[src/rtl/mux81_rr.sv]
// Round-robin 8-to-1 collector: arbitrates eight valid/ready channels onto one
// registered output stream tagged with the source channel number.
module mux81_rr #(
    parameter int unsigned WIDTH = 1
) (
    input  logic               clk,
    input  logic               rst_n,
    input  logic [7:0]         in_valid,
    input  logic [8*WIDTH-1:0] in_data,
    output logic [7:0]         in_ready,
    output logic               out_valid,
    output logic [WIDTH-1:0]   out_data,
    output logic [2:0]         out_sel,
    input  logic               out_ready,
    output logic [15:0]        xfer_cnt
);

    typedef enum logic {
        EMPTY = 1'b0,
        FULL  = 1'b1
    } state_t;

    state_t             state_q, state_d;
    logic [WIDTH-1:0]   data_q, data_d;
    logic [2:0]         sel_q, sel_d;
    logic [2:0]         last_q, last_d;
    logic [15:0]        cnt_q, cnt_d;

    logic               load_en;
    logic               found;
    logic [2:0]         gnt_idx;

    // Search starts one past the last winner; the last winner itself is visited last.
    always_comb begin
        found   = 1'b0;
        gnt_idx = last_q;
        for (int unsigned k = 1; k <= 8; k++) begin
            logic [2:0] idx;
            idx = last_q + 3'(k);
            if (!found && in_valid[idx]) begin
                found   = 1'b1;
                gnt_idx = idx;
            end
        end
    end

    assign load_en  = (state_q == EMPTY) || out_ready;
    assign in_ready = (rst_n && load_en && found) ? (8'd1 << gnt_idx) : '0;

    always_comb begin
        state_d = state_q;
        data_d  = data_q;
        sel_d   = sel_q;
        last_d  = last_q;
        cnt_d   = cnt_q;
        if (state_q == FULL && out_ready) begin
            cnt_d = cnt_q + 16'd1;
        end
        if (load_en) begin
            if (found) begin
                state_d = FULL;
                data_d  = in_data[gnt_idx*WIDTH +: WIDTH];
                sel_d   = gnt_idx;
                last_d  = gnt_idx;
            end else begin
                state_d = EMPTY;
            end
        end
    end

    always_ff @(posedge clk or negedge rst_n) begin
        if (!rst_n) begin
            state_q <= EMPTY;
            data_q  <= '0;
            sel_q   <= '0;
            last_q  <= 3'd7;
            cnt_q   <= '0;
        end else begin
            state_q <= state_d;
            data_q  <= data_d;
            sel_q   <= sel_d;
            last_q  <= last_d;
            cnt_q   <= cnt_d;
        end
    end

    assign out_valid = (state_q == FULL);
    assign out_data  = data_q;
    assign out_sel   = sel_q;
    assign xfer_cnt  = cnt_q;

endmodule

[config.mk]
export PLATFORM = sky130hd
export DESIGN_NAME = mux81_rr
export DESIGN_NICKNAME = d
export VERILOG_FILES = /design/src/rtl/mux81_rr.sv
export SDC_FILE = /design/constraint.sdc
export NUM_CORES = 1
export LEC_CHECK = 0
export CORE_MARGIN = 5
export CORE_UTILIZATION = 28
export CTS_CLUSTER_SIZE = 8
export DETAILED_ROUTE_END_ITERATION = 12
export PLACE_DENSITY_LB_ADDON = 0.2
export SLEW_MARGIN = 15
export SYNTH_ARGS = -nofsm -noshare
export SYNTH_HDL_FRONTEND = slang
export SYNTH_SLANG_ARGS = --single-unit
[constraint.sdc]
create_clock -name clk -period 8.55 [get_ports clk]
set_clock_uncertainty 0.15 [all_clocks]
set_input_delay 1.2825 -clock clk [delete_from_list [all_inputs] [get_ports clk]]
set_output_delay 1.2825 -clock clk [all_outputs]
set_load 0.02 [all_outputs]
==> results_dict.tcl <==
set metrics [dict create \
    outcome "completed" \
    finalCriticalPeriod_ps 6135 \
    path_cells "clkdlybuf4s50_1 > mux4_2 > or2_0 > and4b_1 > a22o_1 > a22oi_1 > and2_4 > and2_1 > and2b_1 > clkdlybuf4s50_1" \
    hold_buffers 0 \
    cts_setup_buffers 0 \
    area_growth_pct 29.79 \
    core-area_sq_um 7253 \
    synth-edff-count 0 \
    place.gp.congestion 0.8871 \
    ys_types 58 \
    dr_total_vias 1824 \
    cp-end-kind "primary output" \
    row_count 31 \
    synth-main-ff-cell "dfrtp_1" \
    cp_slowest_cell "clkdlybuf4s50_1" \
    wl_met1_microns 2486 \
    drtPass1Iterations 4 \
    routed_wl_microns 5374 \
    yosys_warnings 0 \
    grt_start_max_net_pins 27 \
    die_y_microns 96.52 \
    slew_headroom 0.5730 \
    initial_utilization 0.2889 \
    synthXorXnorAreaFrac 0.08358 \
    worstPathRequired_ps 7120 \
    dr_wl_met3_microns 287 \
    met2_length_microns 2547 \
    cts_tree "built" \
    htreeDepth 1 \
    synth_adder_area_share 0.01791 \
    worst_pin_slew_ps 640.6 \
    cp_top_family "buffers and inverters" \
    grt_remaining_overflow 0 \
    pwr_density_cell_nw_per_um2 469.1 \
    io-pin-count 48 \
    antenna_left 0 \
    synth.area.mux_share 0.1845 \
    cts-buffers-inserted 3 \
    rsz0062_at_grt "no" \
    crit_top_cell "clkdlybuf4s50_1" \
    drtIter0Drc 105 \
    synthSimpleGateAreaFrac 0.1875 \
    cts_resized 0 \
    drc 0 \
    nets 278 \
    fp.dieArea_sq_um 9315 \
    holdCritPathClass "reg -> reg" \
    clk-insertion-delay-late_ps 260 \
    p_leak_nw 1.035 \
    dp_hpwl_microns 4131 \
    crit_arrival_ps 4700 \
    via_per_inst 5.153 \
    seq_area_frac_synth 0.2884 \
    slew_viol_final 0 \
    chipWidth_microns 96.52 \
    path_clk_slew_ps 80 \
    synth_area_sq_um 2096 \
    port_buffers 47 \
    setup_viol 0 \
    synth_top_family_by_area "compound AO/OA/AOI/OAI gates" \
    grt_pass1_vias 1879 \
    cap_violations 0 \
    tns_ps 0 \
    fmax_mhz 163.0 \
    total_power_w 0.001276 \
    synthArstFlopShare 1.000 \
    antenna_cells 0 \
    most-common-layout-cells "clkdlybuf4s50_1 (47), dfrtp_1 (21), nand2_1 (20)" \
    path_class "in -> out" \
    cp_num_buf_inv 2 \
    critPathMaxStageDelay_ps 590 \
    start_kind "input port" \
    clockBufferDepth 2 \
    drive_gt1_frac 0.1529 \
    top_layer_used "met4" \
    root_buffer "clkbuf_8" \
    cts_sinks 24 \
    mostFrequentLayoutCell "clkdlybuf4s50_1" \
    max-vdd-ir-drop_v 0.0001784 \
    syn_avg_cell_area_sq_um 10.03 \
    wire_per_inst_microns 15.18 \
    antenna_found_initial 0 \
    path_max_fanout 9 \
    synth_fp_nets 231 \
    hold_viol_final 0 \
    grt_use_total 0.1206 \
    synth-compound-area-share 0.2048 \
    grt_pass1_wl_microns 8997 \
    synthCells 209 \
    synth-seq-cells 24 \
    fin_crit_sh 0.7175 \
    fillCellCount 718 \
]
-- metrics by stage --
step	hold slack, ps	cell area (sq um)	std cells	worst slack [ps]	util
2_1_floorplan	432.2	2096	209	3502	-
3_3_place_gp	312.3	2665	350	2373	0.3674
3_5_place_dp	319.7	2665	350	2446	0.3674
4_1_cts	336.1	2720	354	2400	0.3750
5_1_grt	352.9	2720	354	2123	0.3750
6_report	332.4	2720	354	2415	0.3750
-- synth_stat cells, types with 5 or more instances --
cell | n | area, sq um
mux4_2 | 12 | 270.3
buf_2 | 5 | 25.02
xnor2_1 | 15 | 131.4
a21oi_1 | 5 | 25.02
xor2_1 | 5 | 43.79
nor2_1 | 14 | 52.55
nand2_1 | 20 | 75.07
inv_1 | 8 | 30.03
o21ai_0 | 6 | 30.03
nor3_1 | 5 | 25.02
dfrtp_1 | 21 | 525.5
nand3_1 | 15 | 75.07
-- cell type report --
cell class	instances	area (sq um)	share of cell area
multi-input combinational	170	1421	0.5225
tap	99	123.9	0.04554
timing repair buffer	49	485.5	0.1785
clock buffer	4	55.05	0.02024
sequential	24	604.3	0.2222
inverter	8	30.03	0.01104
-- state kept, by name, summed over array words and instances (netlist names) --
name and count:
out_valid 1, xfer_cnt 16, out_sel 3, last_q 3, out_data 1
-- cells by family (layout without fill, tap and decap cells) --
logic type,Yosys count,after routing
AO/OA/AOI/OAI,48,48
XOR/XNOR,20,20
adder cells (fa/ha/maj),3,3
buffers and inverters,15,61
flip-flops,24,24
multiplexers,22,22
AND/OR/NAND/NOR,77,77
-- metal layers --
layer,vias to the layer above,track usage
met2,48,0.1914
met4,0,0.03621
met5,-,0
met1,886,0.1647
li1,884,-
met3,6,0.02556
-- report_power, final --
group	internal [W]	total (W)	switching, W
sequential	0.000155	0.000230	0.0000752
clock	0.0000411	0.0000764	0.0000353
combinational	0.000451	0.000970	0.000519
-- worst register-to-register path: stages, from the launching register on --
cell and delay [ps]:
dfstp_2 820, inv_1 200, ha_1 600, mux4_2 440, or4_4 580, nor3_2 230, a22oi_1 280, a311o_1 420
o221ai_2 130, a31oi_1 110
-- worst paths after layout --
path	startpoint	end	slack, ps	cells past startpoint
setup / recovery	in_valid[4]	in_ready[4]	2420	10
hold reg to reg	xfer_cnt[15]	xfer_cnt[15]	330	1
min in group asynchronous	rst_n	out_data	1230	2
max in group asynchronous	rst_n	last_q[2]	6730	2
hold / removal	xfer_cnt[15]	xfer_cnt[15]	330	1
setup reg to reg	last_q[0]	out_data	4460	9
Power figures use the tool's default switching activity.
